### src/rtl/uart_rx.sv
// UART receiver: 8N1 framing, oversampled by an external tick strobe.
// The line is synchronised, a falling edge in idle starts a frame, and each bit
// is sampled once at a fixed tick index within its bit period.
module uart_rx #(
    parameter int unsigned OVERSAMPLE  = 16,
    parameter int unsigned SAMPLE_TICK = 7
) (
    input  logic       clk,
    input  logic       rst,
    input  logic       sck_rising_edge,
    input  logic       sin,
    output logic [7:0] rx_data,
    output logic       rx_data_valid,
    output logic       rx_error,
    output logic       rx_busy
);

    localparam int unsigned TickW = (OVERSAMPLE > 1) ? $clog2(OVERSAMPLE) : 1;
    localparam logic [TickW-1:0] TickLast   = TickW'(OVERSAMPLE - 1);
    localparam logic [TickW-1:0] TickSample = TickW'(SAMPLE_TICK);

    typedef enum logic [1:0] {
        StIdle,
        StStart,
        StData,
        StStop
    } state_e;

    state_e           state_q, state_d;
    logic [1:0]       sin_sync_q, sin_sync_d;
    logic             sin_d_q, sin_d_d;
    logic [TickW-1:0] tick_q, tick_d;
    logic [2:0]       bit_q, bit_d;
    logic [7:0]       shift_q, shift_d;
    logic [7:0]       rx_data_q, rx_data_d;
    logic             valid_q, valid_d;
    logic             error_q, error_d;

    logic             sin_s;
    logic             at_sample;
    logic             at_wrap;
    logic [TickW-1:0] tick_next;

    assign sin_s     = sin_sync_q[1];
    assign at_sample = sck_rising_edge && (tick_q == TickSample);
    assign at_wrap   = sck_rising_edge && (tick_q == TickLast);
    assign tick_next = at_wrap ? '0 : tick_q + TickW'(1);

    // Two-flop synchroniser plus one delayed copy for falling-edge detection.
    always_comb begin
        sin_sync_d = {sin_sync_q[0], sin};
        sin_d_d    = sin_s;
    end

    // Frame FSM: next state, counters, shift register and registered pulses.
    always_comb begin
        state_d   = state_q;
        tick_d    = tick_q;
        bit_d     = bit_q;
        shift_d   = shift_q;
        rx_data_d = rx_data_q;
        valid_d   = 1'b0;
        error_d   = 1'b0;

        unique case (state_q)
            StIdle: begin
                if (sin_d_q && !sin_s) begin
                    state_d = StStart;
                    tick_d  = '0;
                    bit_d   = '0;
                end
            end
            StStart: begin
                // A line that is high again at the sample point was a glitch.
                if (at_sample && sin_s) begin
                    state_d = StIdle;
                end else if (sck_rising_edge) begin
                    tick_d = tick_next;
                    if (at_wrap) begin
                        state_d = StData;
                    end
                end
            end
            StData: begin
                if (sck_rising_edge) begin
                    tick_d = tick_next;
                    if (at_sample) begin
                        shift_d = {sin_s, shift_q[7:1]};
                    end
                    if (at_wrap) begin
                        if (bit_q == 3'd7) begin
                            state_d = StStop;
                        end else begin
                            bit_d = bit_q + 3'd1;
                        end
                    end
                end
            end
            StStop: begin
                // Leave at the sample point so the next start edge is not missed.
                if (at_sample) begin
                    state_d = StIdle;
                    if (sin_s) begin
                        rx_data_d = shift_q;
                        valid_d   = 1'b1;
                    end else begin
                        error_d = 1'b1;
                    end
                end else if (sck_rising_edge) begin
                    tick_d = tick_next;
                end
            end
            default: begin
                state_d = StIdle;
            end
        endcase
    end

    // State register with synchronous reset; the synchroniser resets to idle-high.
    always_ff @(posedge clk) begin
        if (rst) begin
            state_q    <= StIdle;
            sin_sync_q <= 2'b11;
            sin_d_q    <= 1'b1;
            tick_q     <= '0;
            bit_q      <= '0;
            shift_q    <= '0;
            rx_data_q  <= '0;
            valid_q    <= 1'b0;
            error_q    <= 1'b0;
        end else begin
            state_q    <= state_d;
            sin_sync_q <= sin_sync_d;
            sin_d_q    <= sin_d_d;
            tick_q     <= tick_d;
            bit_q      <= bit_d;
            shift_q    <= shift_d;
            rx_data_q  <= rx_data_d;
            valid_q    <= valid_d;
            error_q    <= error_d;
        end
    end

    assign rx_data       = rx_data_q;
    assign rx_data_valid = valid_q;
    assign rx_error      = error_q;
    assign rx_busy       = (state_q != StIdle);

endmodule

### config.mk
export PLATFORM = sky130hd
export DESIGN_NAME = uart_rx
export DESIGN_NICKNAME = d
export VERILOG_FILES = /design/src/rtl/uart_rx.sv
export SDC_FILE = /design/constraint.sdc
export NUM_CORES = 1
export LEC_CHECK = 0
export ABC_AREA = 0
export CORE_MARGIN = 5
export CORE_UTILIZATION = 40
export CTS_CLUSTER_DIAMETER = 40
export DETAILED_ROUTE_END_ITERATION = 8
export HOLD_SLACK_MARGIN = 0.06
export PLACE_DENSITY = 0.66
export SYNTH_ARGS = -nofsm -noshare
export SYNTH_HDL_FRONTEND = slang
export SYNTH_SLANG_ARGS = --single-unit
### constraint.sdc
create_clock -name clk -period 1.91 [get_ports clk]
set_input_delay 0.191 -clock clk [delete_from_list [all_inputs] [get_ports clk]]
set_output_delay 0.191 -clock clk [all_outputs]
set_load 0.005 [all_outputs]
==> flow_metrics.env, run 1 <==
export IMPL_status="finished clean"
export IMPL_netlist_instances=128
export IMPL_slew_headroom_pct=71.3
export IMPL_io_pins=15
export IMPL_die_w_um=66.5
export IMPL_synth_area_mm2=0.00128
export IMPL_gp_congestion=0.797
export IMPL_tightest_slew_ns=0.431
export IMPL_cts_sink_count=30
export IMPL_postRouteAntennaNets=0
export IMPL_synthTopCellsByArea="dfxtp_1 (47%), mux2i_1 (13%), nor2_1 (5.6%)"
export IMPL_cts_buffer_depth=2
export IMPL_ys_flop_type="dfxtp_1"
export IMPL_maxCapViolCount=0
export IMPL_layout_common_cells="dfxtp_1 (29), nor2_1 (19), mux2i_1 (16)"
export IMPL_crit_path_max_incr_delay_ns=0.55
export IMPL_routedWlPerCell_um=12.2
export IMPL_post_synth_cell_area_avg_um2=9.99
export IMPL_dpl_hpwl_mm=1.67
export IMPL_arrival_ns=1.57
export IMPL_synth_top_cell_area_share_pct=47.0
export IMPL_die_area_mm2=0.00443
export IMPL_syn_nets=135
export IMPL_final_common_cell="dfxtp_1"
export IMPL_post_cts_setup_buffers=0
export IMPL_ir_drop_uv=530
export IMPL_crit_buf_inv=1
export IMPL_synth_seq_cells=30
export IMPL_antenna_found_initial=0
export IMPL_vias_per_cell=5.11
export IMPL_die_h_um=66.5
export IMPL_grt_usage_pct=12.4
export IMPL_critical_path_class="flop to primary output"
export IMPL_critPathMaxFanout=9
export IMPL_setup_violations_final=0
export IMPL_cp_start_kind="flop"
export IMPL_layout_worst_path_cycle_share_pct=92.1
export IMPL_synthArstFlopShare_pct=0
export IMPL_clkSlewWorstSetupHoldPaths_ns=0.10
export IMPL_first_iter_violations=30
export IMPL_maxSlewViolCount=0
export IMPL_clk_latency_ns=0.34
export IMPL_grt_overflow=0
export IMPL_tns_ns=0
export IMPL_numCtsBuffers=5
export IMPL_ys_types=34
export IMPL_cts_tree="done"
export IMPL_grt_pass1_vias=912
export IMPL_drc=0
export IMPL_first_pass_iters=4
export IMPL_power_density_mw_per_mm2=770
export IMPL_grt_pass1_wl_mm=4.03
export IMPL_nets=152
export IMPL_grt_setup_unrepaired="false"
export IMPL_crit_required_ns=1.72
export IMPL_seq_area_frac_synth_pct=47.0
export IMPL_post_route_util_pct=50.0
export IMPL_p_leak_nw=0.699
export IMPL_area_delta_synth_final_pct=19.3
export IMPL_hold_class="input pin to flop"
export IMPL_initial_core_util_pct=41.9
export IMPL_setup_worst_path_end_class="primary output"
export IMPL_cpMaxStageDelayCell="clkdlybuf4s50_1"
export IMPL_wl_mm=2.32
export IMPL_max_freq_mhz=569
export IMPL_cp_top_family="buffers and inverters"
export IMPL_skew_ns=0.00740
export IMPL_ctsHoldBuffers=0
export IMPL_htreeDepth=2
export IMPL_io_buffers=14
export IMPL_drive_gt1_share_pct=14.4
export IMPL_yosysTopAreaCell="dfxtp_1"
export IMPL_synth_warnings=0
export IMPL_rows=20
export IMPL_grt_max_degree=15
export IMPL_fp_coreArea_mm2=0.00305
export IMPL_min_period_ns=1.76
export IMPL_root_buffer="clkbuf_4"
export IMPL_power_mw=1.17
export IMPL_synth_edf_count=0
export IMPL_antenna_diode_count=0
export IMPL_finalHoldViolCount=0
export IMPL_num_vias=970
export IMPL_path_cells="or2_1 -> clkdlybuf4s50_1"
path summary, 6_finish.rpt:
check                           startpoint                       end  slack (ns)  cells past startpoint
setup / recovery   state_q[0]$_SDFFE_PP0P_                   rx_busy        0.15                      2
hold / removal                         sin  sin_sync_q[0]$_SDFF_PP1_        0.40                      2
setup reg to reg    tick_q[0]$_SDFFE_PP0P_     bit_q[1]$_SDFFE_PP0P_        0.20                      5
hold reg to reg   sin_sync_q[0]$_SDFF_PP1_  sin_sync_q[1]$_SDFF_PP1_        0.42                      1
sequential cells by signal, indices dropped and copies added (netlist names), named ones only:
name,count
sin_d_q,1
tick_q,4
rx_data_valid,1
state_q,1
bit_q,3
rx_data,8
sin_sync_q,2
shift_q,8
rx_error,1
worst reg2reg max path, cell delays in order, from the launching register on:
cell and delay (ns):
dfxtp_1 0.38, ha_1 0.24, and3_1 0.37, nand4b_4 0.13
a21o_1 0.22, a32o_1 0.26
through the flow:
step                worst slack [ns]  hold WS, ns  cells  instance area, um^2
floorplan                      0.440        0.295    128                 1280
global placement               0.117        0.392    182                 1450
detailed placement            0.0983        0.394    182                 1450
CTS                           0.0851        0.388    190                 1520
global route                  0.0783        0.420    190                 1530
finish                         0.151        0.399    190                 1530
cell type report:
| cell class | count | area [um^2] |
|---|---|---|
| fillers | 312 | 1530 |
| multi-input cells | 87 | 606 |
| flip-flops and latches | 30 | 602 |
| repair buffers | 19 | 178 |
| well taps | 44 | 55.1 |
| clock inverters | 3 | 40.0 |
| clock buffers | 5 | 37.5 |
| inverters | 2 | 7.51 |
metal layers:
layer / wire length [um] / part of all wire, % / up-vias / global-route usage, %
li1: - / - / 482 / -
met1: 1030 / 44 / 452 / 13.6
met2: 1090 / 47 / 29 / 20.0
met3: 134 / 5.8 / 7 / 4.22
met4: 71 / 3.1 / 0 / 8.38
met5: 0 / 0 / - / 0
where the power goes:
group / internal (mW) / leakage, nW / switching [mW] / total, mW
Sequential: 0.630 / 0.243 / 0.00538 / 0.635
Combinational: 0.0196 / 0.412 / 0.0238 / 0.0433
Clock: 0.271 / 0.0450 / 0.225 / 0.496
Total: 0.920 / 0.699 / 0.255 / 1.17
cells in the mapped netlist, types with 2 or more instances:
library cell / n
or3_1: 2
nand4_1: 3
buf_4: 2
buf_6: 3
dfxtp_1: 30
a211oi_1: 2
nand3_1: 5
nand3b_1: 2
a32o_1: 3
mux2i_1: 16
inv_1: 2
a21oi_1: 4
ha_1: 3
nor2_1: 19
nand2_1: 6
clkbuf_1: 3
nor3_1: 2
or2_2: 3
nor2b_1: 2
nand2b_1: 2
logic make-up after synthesis:
kind of cell             after synthesis  synth area share, %
AND/OR/NAND/NOR                       53                 22.3
flip-flops                            30                 47.0
multiplexers                          16                 12.5
AO/OA/AOI/OAI                         15                 9.59
buffers and inverters                 11                 5.67
adder cells (fa/ha/maj)                3                 2.94
what timing repair did:
| action | CTS | global route |
|---|---|---|
| gates resized for setup | 0 | 1 |
| hold endpoints to repair | 0 | 0 |
| setup endpoints to repair | 0 | 1 |
Power figures use the tool's default switching activity.
==> run 2, diff against run 1 <==
--- a/config.mk
+++ b/config.mk
@@ -6,10 +6,11 @@
 export NUM_CORES = 1
 export LEC_CHECK = 0
 export ABC_AREA = 0
-export CORE_MARGIN = 5
+export CORE_MARGIN = 8
 export CORE_UTILIZATION = 40
 export CTS_CLUSTER_DIAMETER = 40
 export DETAILED_ROUTE_END_ITERATION = 8
+export GPL_ROUTABILITY_DRIVEN = 0
 export HOLD_SLACK_MARGIN = 0.06
 export PLACE_DENSITY = 0.66
 export SYNTH_ARGS = -nofsm -noshare
==> run 2 against run 1 <==
  * Non-clock buffer count is the same
  * Clock-buffer cell count is the same
  * Fmax shrank 1.1%
  * Routed wire length is essentially flat
  * Hold slack gained 0.016 ns
  * Register-to-register slack gained 0.03 ns
  * Combinational power shrank 1%
  * Final cell count is the same
  * Via count shrank 2.3%
  * Setup slack lost 0.020 ns
  * Clock skew grew 0.0043 ns
  * Critical path type unchanged
  * Largest power group unchanged
==> flow_metrics.env, run 2 (synthesized netlist as in run 1, its figures left out) <==
export IMPL_die_h_um=72.5
export IMPL_io_pins=15
export IMPL_grt_pass1_wl_mm=4.00
export IMPL_htreeDepth=2
export IMPL_max_freq_mhz=562
export IMPL_io_buffers=14
export IMPL_cp_top_family="buffers and inverters"
export IMPL_first_iter_violations=42
export IMPL_postRouteAntennaNets=0
export IMPL_dpl_cell_count=182
export IMPL_crit_required_ns=1.72
export IMPL_cts_tree="done"
export IMPL_final_common_cell="dfxtp_1"
export IMPL_ctsHoldBuffers=0
export IMPL_cts_buffer_depth=2
export IMPL_area_delta_synth_final_pct=19.2
export IMPL_finalHoldViolCount=0
export IMPL_clkSlewWorstSetupHoldPaths_ns=0.08
export IMPL_p_leak_nw=0.699
export IMPL_routedWlPerCell_um=12.2
export IMPL_tns_ns=0
export IMPL_die_area_mm2=0.00526
export IMPL_rows=20
export IMPL_antenna_found_initial=0
export IMPL_grt_setup_unrepaired="false"
export IMPL_skew_ns=0.0117
export IMPL_maxSlewViolCount=0
export IMPL_min_period_ns=1.78
export IMPL_path_cells="or2_1 -> clkdlybuf4s50_1"
export IMPL_root_buffer="clkbuf_4"
export IMPL_crit_buf_inv=1
export IMPL_power_density_mw_per_mm2=767
export IMPL_setup_violations_final=0
export IMPL_numCtsBuffers=5
export IMPL_nets=152
export IMPL_grt_usage_pct=9.61
export IMPL_die_w_um=72.5
export IMPL_post_layout_nonfiller_instances=190
export IMPL_setup_worst_path_end_class="primary output"
export IMPL_ir_drop_uv=401
export IMPL_first_pass_iters=4
export IMPL_cts_sink_count=30
export IMPL_cpMaxStageDelayCell="clkdlybuf4s50_1"
export IMPL_antenna_diode_count=0
export IMPL_grt_pass1_vias=919
export IMPL_hold_class="flop to flop"
export IMPL_post_cts_resized=0
export IMPL_hold_ws_ns=0.415
export IMPL_tightest_slew_ns=0.435
export IMPL_num_vias=948
export IMPL_slew_headroom_pct=71.0
export IMPL_post_cts_setup_buffers=0
export IMPL_critical_path_class="flop to primary output"
export IMPL_drc=0
export IMPL_drive_gt1_share_pct=13.7
export IMPL_layout_common_cells="dfxtp_1 (30), nor2_1 (19), mux2i_1 (16)"
export IMPL_post_route_util_pct=49.9
export IMPL_dpl_hpwl_mm=1.70
export IMPL_grt_max_degree=20
export IMPL_status="finished clean"
export IMPL_fp_coreArea_mm2=0.00305
export IMPL_clk_latency_ns=0.33
export IMPL_cp_start_kind="flop"
export IMPL_arrival_ns=1.59
export IMPL_detailedPlace_worstSlack_ns=0.0953
export IMPL_crit_path_max_incr_delay_ns=0.54
export IMPL_critPathMaxFanout=6
export IMPL_initial_core_util_pct=41.9
export IMPL_wl_mm=2.32
export IMPL_layout_worst_path_cycle_share_pct=93.1
export IMPL_setup_slack_ns=0.131
export IMPL_maxCapViolCount=0
export IMPL_grt_overflow=0
export IMPL_vias_per_cell=4.99
-- run 2: cell type report --
class	instances	area, um^2
clock buffers	5	37.5
clock inverters	3	40.0
fillers	319	1530
inverters	2	7.51
multi-input cells	87	606
flip-flops and latches	30	601
well taps	44	55.1
repair buffers	19	178
-- run 2: power by group --
group / switching (mW) / leakage, nW / total, mW / internal [mW]
Combinational: 0.0232 / 0.412 / 0.0427 / 0.0195
Clock: 0.221 / 0.0450 / 0.492 / 0.271
Sequential: 0.00499 / 0.242 / 0.635 / 0.630
Total: 0.249 / 0.699 / 1.17 / 0.920
-- run 2: path summary, 6_finish.rpt --
check                                   to  slack [ns]                     start  cells past startpoint
setup / recovery                   rx_busy        0.13                      flop                      2
hold reg to reg   sin_sync_q[1]$_SDFF_PP1_        0.42  sin_sync_q[0]$_SDFF_PP1_                      1
hold / removal    sin_sync_q[1]$_SDFF_PP1_        0.42  sin_sync_q[0]$_SDFF_PP1_                      1
setup reg to reg     bit_q[2]$_SDFFE_PP0P_        0.23    tick_q[0]$_SDFFE_PP0P_                      5
-- run 2: metal layers --
layer	part of all wire, %	up-vias	wire [um]	track usage (%)
met1	47	435	1090	10.6
met4	2.5	0	59	5.33
met2	43	22	1000	15.0
li1	-	483	-	-
met3	7.3	8	170	4.27
met5	0	-	0	0
-- run 2: stage by stage --
stage	area (um^2)	power [mW]
after floorplan	1280	0.675
after global placement	1450	0.691
after detailed placement	1450	0.692
after CTS	1520	1.19
after global routing	1520	1.21
final	1520	1.17
-- run 2: worst reg2reg max path, stage by stage, from the launching register on --
cell	delay [ns]
dfxtp_1	0.38
ha_1	0.24
and3_1	0.35
nand4b_4	0.13
a21o_1	0.22
a32o_1	0.25
==> run 3, diff against run 2 <==
--- a/config.mk
+++ b/config.mk
@@ -16,3 +16,4 @@
 export SYNTH_ARGS = -nofsm -noshare
 export SYNTH_HDL_FRONTEND = slang
 export SYNTH_SLANG_ARGS = --single-unit
+export TNS_END_PERCENT = 10
==> results of run 3 <==
No change in the layout: final DEF, timing and power equal those of run 2.
